## src/rtl/bist_sequencer_if.sv

```systemverilog
// Stimulus/response bus between the BIST sequencer (master) and the device under test (slave).
// Channel c of either data bus occupies bits [c*DATA_WIDTH +: DATA_WIDTH].
interface bist_sequencer_if #(
  parameter int unsigned DATA_WIDTH = 32,
  parameter int unsigned NUM_CH     = 2
);
  localparam int unsigned BW = NUM_CH * DATA_WIDTH;

  logic          drv_valid;
  logic [BW-1:0] drv_data;
  logic          dut_ready;
  logic          dut_valid;
  logic [BW-1:0] dut_data;

  modport master (
    output drv_valid, drv_data,
    input  dut_ready, dut_valid, dut_data
  );

  modport slave (
    input  drv_valid, drv_data,
    output dut_ready, dut_valid, dut_data
  );
endinterface

```

## src/rtl/bist_sequencer.sv

```systemverilog
// Counted BIST run: drives NUM_CH stimulus channels, compacts DUT responses into per-channel
// MISR signatures, waits out stragglers with a drain timeout and grades against golden values.
module bist_sequencer #(
  parameter int unsigned           DATA_WIDTH    = 32,
  parameter int unsigned           NUM_CH        = 2,
  parameter int unsigned           CNT_WIDTH     = 16,
  parameter logic [DATA_WIDTH-1:0] POLY          = DATA_WIDTH'(32'h0040_0007),
  parameter int unsigned           DRAIN_TIMEOUT = 256
) (
  input  logic                         clk_i,
  input  logic                         rstn_i,
  input  logic                         start_i,
  input  logic                         abort_i,
  input  logic [1:0]                   mode_i,
  input  logic [CNT_WIDTH-1:0]         num_patterns_i,
  input  logic [NUM_CH*DATA_WIDTH-1:0] seed_i,
  input  logic [NUM_CH*DATA_WIDTH-1:0] golden_i,
  input  logic                         ext_valid_i,
  input  logic [NUM_CH*DATA_WIDTH-1:0] ext_data_i,
  bist_sequencer_if.master             dut_if,
  output logic [NUM_CH*DATA_WIDTH-1:0] sig_o,
  output logic                         busy_o,
  output logic                         done_o,
  output logic                         pass_o,
  output logic [NUM_CH-1:0]            ch_fail_o
);

  localparam int unsigned BW = NUM_CH * DATA_WIDTH;
  localparam int unsigned TW = $clog2(DRAIN_TIMEOUT + 1);
  localparam logic [1:0]  MODE_LFSR = 2'b00;
  localparam logic [1:0]  MODE_EXT  = 2'b01;
  localparam logic [1:0]  MODE_WALK = 2'b10;

  typedef enum logic [2:0] {S_IDLE, S_RUN, S_DRAIN, S_CHECK, S_DONE} state_e;

  state_e               state_q;
  logic [1:0]           mode_q;
  logic [CNT_WIDTH-1:0] num_q, issue_q, resp_q;
  logic [BW-1:0]        golden_q, pat_q, sig_q;
  logic [TW-1:0]        timer_q;
  logic [NUM_CH-1:0]    ch_fail_q;
  logic                 drv_valid_q, busy_q, done_q, pass_q;
  logic                 timeout_q, overrun_q, start_lo_q;

  logic                 ext_mode, drv_valid, hs, last_hs, rx, resp_acc, resp_over, resp_full;
  logic                 start_edge;
  logic [1:0]           mode_start;
  logic [BW-1:0]        pat_next, first_pat, misr_next;
  logic [NUM_CH-1:0]    fail;

  function automatic logic [DATA_WIDTH-1:0] galois_step(input logic [DATA_WIDTH-1:0] v);
    return {v[DATA_WIDTH-2:0], 1'b0} ^ (v[DATA_WIDTH-1] ? POLY : '0);
  endfunction

  // start_lo_q resets to 0 so a start_i held high through reset is not taken as an edge
  assign start_edge = start_i & start_lo_q;
  assign mode_start = (mode_i == 2'b11) ? MODE_LFSR : mode_i;
  assign ext_mode   = (mode_q == MODE_EXT);
  assign drv_valid  = ext_mode ? ((state_q == S_RUN) & ext_valid_i) : drv_valid_q;
  assign hs         = (state_q == S_RUN) & drv_valid & dut_if.dut_ready;
  assign last_hs    = hs & ((issue_q + CNT_WIDTH'(1)) == num_q);
  assign rx         = ((state_q == S_RUN) | (state_q == S_DRAIN)) & dut_if.dut_valid;
  assign resp_acc   = rx & (resp_q != num_q);
  assign resp_over  = rx & (resp_q == num_q);
  assign resp_full  = (resp_q == num_q) | (resp_acc & ((resp_q + CNT_WIDTH'(1)) == num_q));

  // Per-channel generator step, seed correction, MISR update and signature compare
  always_comb begin
    pat_next  = '0;
    first_pat = '0;
    misr_next = '0;
    fail      = '0;
    for (int unsigned c = 0; c < NUM_CH; c++) begin
      pat_next[c*DATA_WIDTH +: DATA_WIDTH] = (mode_q == MODE_WALK)
        ? {pat_q[c*DATA_WIDTH +: DATA_WIDTH-1], pat_q[c*DATA_WIDTH + DATA_WIDTH-1]}
        : galois_step(pat_q[c*DATA_WIDTH +: DATA_WIDTH]);
      if (mode_start == MODE_WALK || seed_i[c*DATA_WIDTH +: DATA_WIDTH] == '0)
        first_pat[c*DATA_WIDTH +: DATA_WIDTH] = DATA_WIDTH'(1);
      else
        first_pat[c*DATA_WIDTH +: DATA_WIDTH] = seed_i[c*DATA_WIDTH +: DATA_WIDTH];
      misr_next[c*DATA_WIDTH +: DATA_WIDTH] = galois_step(sig_q[c*DATA_WIDTH +: DATA_WIDTH])
                                              ^ dut_if.dut_data[c*DATA_WIDTH +: DATA_WIDTH];
      fail[c] = (sig_q[c*DATA_WIDTH +: DATA_WIDTH] != golden_q[c*DATA_WIDTH +: DATA_WIDTH]);
    end
  end

  always_ff @(posedge clk_i or negedge rstn_i) begin
    if (!rstn_i) begin
      state_q     <= S_IDLE;
      mode_q      <= '0;
      num_q       <= '0;
      issue_q     <= '0;
      resp_q      <= '0;
      golden_q    <= '0;
      pat_q       <= '0;
      sig_q       <= '0;
      timer_q     <= '0;
      ch_fail_q   <= '0;
      drv_valid_q <= 1'b0;
      busy_q      <= 1'b0;
      done_q      <= 1'b0;
      pass_q      <= 1'b0;
      timeout_q   <= 1'b0;
      overrun_q   <= 1'b0;
      start_lo_q  <= 1'b0;
    end else begin
      start_lo_q <= ~start_i;
      if (abort_i && state_q != S_IDLE) begin
        state_q     <= S_IDLE;
        drv_valid_q <= 1'b0;
        busy_q      <= 1'b0;
        done_q      <= 1'b0;
        pass_q      <= 1'b0;
        ch_fail_q   <= '0;
      end else begin
        unique case (state_q)
          S_IDLE, S_DONE: begin
            if (start_edge && !abort_i) begin
              mode_q      <= mode_start;
              num_q       <= num_patterns_i;
              golden_q    <= golden_i;
              issue_q     <= '0;
              resp_q      <= '0;
              sig_q       <= '0;
              timeout_q   <= 1'b0;
              overrun_q   <= 1'b0;
              pat_q       <= first_pat;
              done_q      <= 1'b0;
              pass_q      <= 1'b0;
              ch_fail_q   <= '0;
              busy_q      <= 1'b1;
              drv_valid_q <= (num_patterns_i != '0) && (mode_start != MODE_EXT);
              state_q     <= (num_patterns_i == '0) ? S_CHECK : S_RUN;
            end
          end
          S_RUN: begin
            if (hs) begin
              issue_q <= issue_q + CNT_WIDTH'(1);
              pat_q   <= pat_next;
            end
            if (last_hs) begin
              drv_valid_q <= 1'b0;
              timer_q     <= '0;
              state_q     <= S_DRAIN;
            end
          end
          S_DRAIN: begin
            timer_q <= timer_q + TW'(1);
            if (resp_full) begin
              state_q <= S_CHECK;
            end else if (timer_q == TW'(DRAIN_TIMEOUT - 1)) begin
              timeout_q <= 1'b1;
              state_q   <= S_CHECK;
            end
          end
          S_CHECK: begin
            ch_fail_q <= fail;
            pass_q    <= (fail == '0) && !timeout_q && !overrun_q;
            done_q    <= 1'b1;
            busy_q    <= 1'b0;
            state_q   <= S_DONE;
          end
          default: state_q <= S_IDLE;
        endcase

        // Response compaction runs alongside stimulus in RUN and DRAIN
        if (resp_acc) begin
          sig_q  <= misr_next;
          resp_q <= resp_q + CNT_WIDTH'(1);
        end
        if (resp_over) overrun_q <= 1'b1;
      end
    end
  end

  // External mode passes stimulus straight through; otherwise the pattern register drives
  assign dut_if.drv_valid = drv_valid;
  assign dut_if.drv_data  = (ext_mode && state_q == S_RUN) ? ext_data_i : pat_q;
  assign sig_o            = sig_q;
  assign busy_o           = busy_q;
  assign done_o           = done_q;
  assign pass_o           = pass_q;
  assign ch_fail_o        = ch_fail_q;

endmodule
```

## src/flat_wrapper.sv

```systemverilog
// flat-port wrapper written by rule: the top's interface ports become plain ports
module bist_sequencer_flat 
#(
  parameter int unsigned           DATA_WIDTH    = 32,
  parameter int unsigned           NUM_CH        = 2,
  parameter int unsigned           CNT_WIDTH     = 16,
  parameter logic [DATA_WIDTH-1:0] POLY          = DATA_WIDTH'(32'h0040_0007),
  parameter int unsigned           DRAIN_TIMEOUT = 256
)
  (clk_i, rstn_i, start_i, abort_i, mode_i, num_patterns_i, seed_i, golden_i, ext_valid_i, ext_data_i, sig_o, busy_o, done_o, pass_o, ch_fail_o, dut_if_drv_valid, dut_if_drv_data, dut_if_dut_ready, dut_if_dut_valid, dut_if_dut_data);
  bist_sequencer_if #(.DATA_WIDTH(DATA_WIDTH), .NUM_CH(NUM_CH)) dut_if_i ();
  input  logic clk_i;
  input  logic rstn_i;
  input  logic start_i;
  input  logic abort_i;
  input  logic [1:0] mode_i;
  input  logic [CNT_WIDTH-1:0] num_patterns_i;
  input  logic [NUM_CH*DATA_WIDTH-1:0] seed_i;
  input  logic [NUM_CH*DATA_WIDTH-1:0] golden_i;
  input  logic ext_valid_i;
  input  logic [NUM_CH*DATA_WIDTH-1:0] ext_data_i;
  output logic [NUM_CH*DATA_WIDTH-1:0] sig_o;
  output logic busy_o;
  output logic done_o;
  output logic pass_o;
  output logic [NUM_CH-1:0] ch_fail_o;
  output wire logic [$bits(dut_if_i.drv_valid)-1:0] dut_if_drv_valid;
  output wire logic [$bits(dut_if_i.drv_data)-1:0] dut_if_drv_data;
  input wire logic [$bits(dut_if_i.dut_ready)-1:0] dut_if_dut_ready;
  input wire logic [$bits(dut_if_i.dut_valid)-1:0] dut_if_dut_valid;
  input wire logic [$bits(dut_if_i.dut_data)-1:0] dut_if_dut_data;
  assign dut_if_drv_valid = dut_if_i.drv_valid;
  assign dut_if_drv_data = dut_if_i.drv_data;
  assign dut_if_i.dut_ready = dut_if_dut_ready;
  assign dut_if_i.dut_valid = dut_if_dut_valid;
  assign dut_if_i.dut_data = dut_if_dut_data;
  bist_sequencer #(.DATA_WIDTH(DATA_WIDTH), .NUM_CH(NUM_CH), .CNT_WIDTH(CNT_WIDTH), .POLY(POLY), .DRAIN_TIMEOUT(DRAIN_TIMEOUT)) u_core (.clk_i(clk_i), .rstn_i(rstn_i), .start_i(start_i), .abort_i(abort_i), .mode_i(mode_i), .num_patterns_i(num_patterns_i), .seed_i(seed_i), .golden_i(golden_i), .ext_valid_i(ext_valid_i), .ext_data_i(ext_data_i), .dut_if(dut_if_i), .sig_o(sig_o), .busy_o(busy_o), .done_o(done_o), .pass_o(pass_o), .ch_fail_o(ch_fail_o));
endmodule
```

## config.mk

```make
export PLATFORM = sky130hd
export DESIGN_NAME = bist_sequencer_flat
export DESIGN_NICKNAME = d
export VERILOG_FILES = /design/src/rtl/bist_sequencer_if.sv /design/src/rtl/bist_sequencer.sv /design/src/flat_wrapper.sv
export SDC_FILE = /design/constraint.sdc
export NUM_CORES = 1
export LEC_CHECK = 0
export ABC_CLOCK_PERIOD_IN_PS = 3780
export BUFFER_PORTS_ARGS = -buffer_cell sky130_fd_sc_hd__clkbuf_2
export CORE_ASPECT_RATIO = 1.4
export CORE_MARGIN = 3
export CORE_UTILIZATION = 53
export CTS_BUF_LIST = sky130_fd_sc_hd__clkbuf_8
export CTS_CLUSTER_SIZE = 12
export DETAILED_ROUTE_END_ITERATION = 16
export PLACE_DENSITY = 0.8
export SLEW_MARGIN = 10
export SYNTH_ARGS = -nofsm -noshare
export SYNTH_HDL_FRONTEND = slang
export SYNTH_SLANG_ARGS = --single-unit
```

## constraint.sdc

```tcl
create_clock -name clk_i -period 3.78 [get_ports clk_i]
set_clock_uncertainty 0.15 [all_clocks]
set_input_delay 0.189 -clock clk_i [delete_from_list [all_inputs] [get_ports clk_i]]
set_output_delay 0.189 -clock clk_i [all_outputs]
set_load 0.05 [all_outputs]
```

Word level (Yosys, flattened, before mapping) --
Index checks and enable logic that the tools add are counted.
Cells by class: $add $sub $neg 3, equal/unequal tests 24, muxes and demuxes 51, bitwise logic cells 19, reduce and logical (&&, ||, !) cells 37
Operators with widths (count):
- $mux 64 | 6
- $xor 32x32->32 | 6
- $mux 32 | 4
- $pmux 64 s2 | 1
- $mux 23 | 4
- $logic_not 32->1 | 2
- $mux 16 | 4
- $ne 32x32->1 | 2
- $eq 16x16->1 | 3
- $add 16x1->16 const B | 2
- $pmux 16 s2 | 1
- $pmux 9 s2 | 1
- $reduce_and 3->1 | 6
- $logic_not 16->1 | 1
- $ne 16x16->1 | 1
- $reduce_bool 16->1 | 1
- $mux 3 | 5
- $reduce_bool 2->1 | 7
- $mux 1 | 13
- $pmux 3 s4 | 1
- $pmux 1 s2 | 5
- $add 9x1->9 const B | 1
- $and 1x1->1 | 9
- $eq 9x8->1 const B | 1
- 24 further kinds | 47
Word-level totals: register bits 263, output and inout bits 134, logic and storage cells 151

Longest topological paths before layout --
depth in word-level cells 9, depth in mapped cells 10, gate-level depth less buffers 8

Worst setup path before layout --
No wires, ideal clock.
path type register -> output, start point register u_core.state_q[2], end point output port dut_if_drv_valid, arrival 2752 ps, data required time 3441 ps, slack 689 ps, cell stages (with the launch flop) 8, buffers on the path 3, cell sequence dfrtp_1 clkbuf_1 nor2_1 nand2_1 or2_2 clkbuf_1 clkbuf_1 o21ai_0
Between the ends: word-level cells in the longest chain between the ends 3
Ends and longest elaborated chain:
- from (decl) | line bist_sequencer.sv:36 | state_e state_q;
- from (signal assigned) | line bist_sequencer.sv:133 | state_q <= (num_patterns_i == '0) ? S_CHECK : S_RUN;
- $eq 3x1->1 | line bist_sequencer.sv:59 | assign drv_valid = ext_mode ? ((state_q == S_RUN) & ext_valid_i) : drv_valid_q;
- $and 1x1->1 | line bist_sequencer.sv:59
- $mux 1 | line bist_sequencer.sv:59
- to (decl) | line flat_wrapper.sv:27 | output wire logic [$bits(dut_if_i.drv_valid)-1:0] dut_if_drv_valid;
No other way between the ends.

Worst setup path in the final report --
start point register u_core.state_q[1], end point output port dut_if_drv_data[0]
Between the ends: word-level cells in the longest chain between the ends 3
Ends and longest elaborated chain:
- $eq 3x1->1 | line bist_sequencer.sv:178 | assign dut_if.drv_data = (ext_mode && state_q == S_RUN) ? ext_data_i : pat_q;
- $logic_and 1x1->1 | line bist_sequencer.sv:178
- $mux 64 | line bist_sequencer.sv:178
- to (decl) | line flat_wrapper.sv:28 | output wire logic [$bits(dut_if_i.drv_data)-1:0] dut_if_drv_data;
No other way between the ends.

==> flow_metrics.env <==
export IMPL_ys_seq_area_share_pct=45.27
export IMPL_drtIter0Drc=1089
export IMPL_grt_use_total_pct=35.56
export IMPL_slew_headroom_pct=41.43
export IMPL_row_count=71
export IMPL_vdd_drop_max_mv=0.6217
export IMPL_grt_overflow=0
export IMPL_portBuffers=414
export IMPL_clk_pin_slew_ns=0.06
export IMPL_p_sw_share_pct=48.82
export IMPL_hold_path_class="in -> async"
export IMPL_final_common_cell="clkbuf_2"
export IMPL_vias_per_cell=5.903
export IMPL_drc=0
export IMPL_synth_cell_area_um2=14540
export IMPL_drive_above_1_share_pct=26.49
export IMPL_gp_congestion=0.8854
export IMPL_ctsRootBufferMaster="clkbuf_8"
export IMPL_synth_top_cell_area_share_pct=45.27
export IMPL_avgSynthCellArea_um2=9.064
export IMPL_powerDensity_nw_per_um2=784.7
export IMPL_cts_resized=0
export IMPL_grt_pass1_wl_um=84950
export IMPL_pwr_share_clk_pct=17.0
export IMPL_cts_buffer_depth=3
export IMPL_fp_dieW_um=146.0
export IMPL_yosys_most_used_dff="dfrtp_1"
export IMPL_hpwlAfterDp_um=32120
export IMPL_layout_common_cells="413 x clkbuf_2, 340 x nand2_1, 263 x dfrtp_1"
export IMPL_worstMarginPinSlew_ns=0.8719
export IMPL_vias=15270
export IMPL_required_ns=3.44
export IMPL_hold_viol_final=0
export IMPL_clock_fmax_ghz=0.2945
export IMPL_synth_cells=1604
export IMPL_setup_reg_to_reg_worst_slack_ns=0.75
export IMPL_crit_type="reg -> out"
export IMPL_multiInputGateArea_um2=7460
export IMPL_fin_crit_sh_pct=89.84
export IMPL_yosys_warnings=0
export IMPL_grt_max_degree=129
export IMPL_holdBufCountCts=214
export IMPL_drtAntennaViolNets=0
export IMPL_crit_path_start_kind="flip-flop"
export IMPL_p_sw_mw=7.632
export IMPL_fin_nets=2474
export IMPL_end_kind="primary output"
export IMPL_fill_cells=1790
export IMPL_regArea_um2=6581
export IMPL_routed_wl_um=53490
export IMPL_seqPwrFrac_pct=33.5
export IMPL_dp_slack_ns=0.8158
export IMPL_fin_tns_setup_ns=0
export IMPL_rsz0062_at_grt="false"
export IMPL_fin_util_pct=74.02
export IMPL_synthArstFlopShare_pct=100.0
export IMPL_cp_arrival_ns=3.06
export IMPL_synth_top_cell_by_area="dfrtp_1"
export IMPL_ys_ff_latch=263
export IMPL_h_tree_depth=2
export IMPL_numCtsBuffers=43
export IMPL_cts_sinks=263
export IMPL_clkLatencyLatePin_ns=0.58
export IMPL_ys_top_cells_by_area="dfrtp_1 45%, xnor2_1 9.5%, nand2_1 8.8%, o21ai_0 6.1%, mux2_2 5.0%"
export IMPL_antenna_found_initial=2
export IMPL_slew_viol_final=0
export IMPL_ios=415
export IMPL_setup_violations_final=0
export IMPL_worst_slack_ns=0.3842
export IMPL_cts_tree="yes"
export IMPL_min_period_ns=3.396
export IMPL_p_int_mw=8.003
export IMPL_synth_nets=1889
export IMPL_synth_edff_count=0
export IMPL_start_util_pct=54.01
export IMPL_cts_setup_buffers=0
export IMPL_dr_pass1_iters=6
export IMPL_core_area_um2=26920
export IMPL_crit_fanout=65
export IMPL_wl_per_cell_um=20.67
export IMPL_grt_pass1_vias=15780
export IMPL_status="finished, final reports clean"
export IMPL_dieArea_um2=29480
export IMPL_comb_power_share_pct=49.5
export IMPL_die_height_um=202.0
export IMPL_area_growth_pct=37.04
export IMPL_drv_cap=0
export IMPL_synth_cell_types=69
export IMPL_p_leak_nw=9.460
worst paths after layout:
check | start | end | cells past startpoint
worst max-delay path | u_core.state_q[1] | dut_if_drv_data[0] | 6
worst min-delay path | rstn_i | u_core.pat_q[8] | 2
worst max register to register | u_core.resp_q[7] | u_core.sig_o[47] | 7
worst min register to register | u_core.golden_q[29] | u_core.golden_q[29] | 2
max in group asynchronous | rstn_i | u_core.golden_q[15] | 3
min in group clk_i | dut_if_dut_valid | u_core.overrun_q | 4
cell families after synthesis:
family / count (synthesis) / share of synthesized area [%]
buffers and inverters: 125 / 3.683
xor gates and xnor gates: 183 / 11.08
and+or+nand+nor: 620 / 20.03
adders and majority gates: 4 / 0.3442
muxes: 66 / 5.129
DFF: 263 / 45.27
AOI/OAI and AO/OA: 343 / 14.48
cell usage after synthesis (16+ instances only):
cell / n
a21oi_1: 25
a22oi_1: 62
buf_2: 16
clkbuf_1: 79
dfrtp_1: 263
mux2_2: 64
nand2_1: 340
nand3_1: 83
nand4_1: 34
nor2_1: 48
nor4_1: 30
o21ai_0: 176
xnor2_1: 158
xor2_1: 24
critical path, stage by stage, from the launching register on:
cell,delay (ns)
dfrtp_1,0.67
nor2_1,0.16
nand2_1,0.12
or2_2,0.12
buf_4,0.64
mux2_2,0.49
clkbuf_2,0.26
power groups by stage:
stage               Sequential (mW)  Clock (mW)  Combinational, mW
floorplan                      5.68           0               4.80
global placement               5.11           0               7.12
global route                   5.33        2.83               8.26
finish                         5.23        2.66               7.74
CTS                            5.12        2.69               7.48
detailed placement             5.16           0               7.27
metrics by stage:
stage | std cells | cell area (um2) | power, mW | hold slack, ns
floorplan | 1604 | 14540 | 10.47 | -0.2566
global placement | 2295 | 16870 | 12.23 | 0.1343
detailed placement | 2295 | 16870 | 12.42 | 0.1448
CTS | 2585 | 19920 | 15.29 | 0.1155
global route | 2587 | 19920 | 16.42 | 0.1427
finish | 2587 | 19920 | 15.64 | 0.06577
flip-flops by register name (all words and copies together) (netlist names):
name                flops
u_core.issue_q         16
u_core.sig_o           64
u_core.done_o           1
u_core.timer_q          9
u_core.overrun_q        1
u_core.pat_q           64
u_core.drv_valid_q      1
u_core.golden_q        64
u_core.start_lo_q       1
u_core.busy_o           1
u_core.mode_q           2
u_core.ch_fail_o        2
u_core.pass_o           1
u_core.resp_q          16
u_core.state_q          3
u_core.timeout_q        1
u_core.num_q           16
metal layers:
metal	part of all wire, %	up-vias	GRT usage, %
li1	-	6794	-
met2	51	1018	62.47
met3	8.2	257	7.423
met4	7.0	0	22.23
met1	34	7201	39.22
met5	0	-	0
final cells by class:
type / count / area share [%]
diodes: 2 / 0.02512
clock buffers: 53 / 3.661
clock inverters: 23 / 0.9043
inverters: 14 / 0.2638
multi-input cells: 1216 / 37.44
flip-flops and latches: 263 / 33.03
well taps: 365 / 2.292
repair buffers: 651 / 22.38
(Power assumes the default switching activity.)
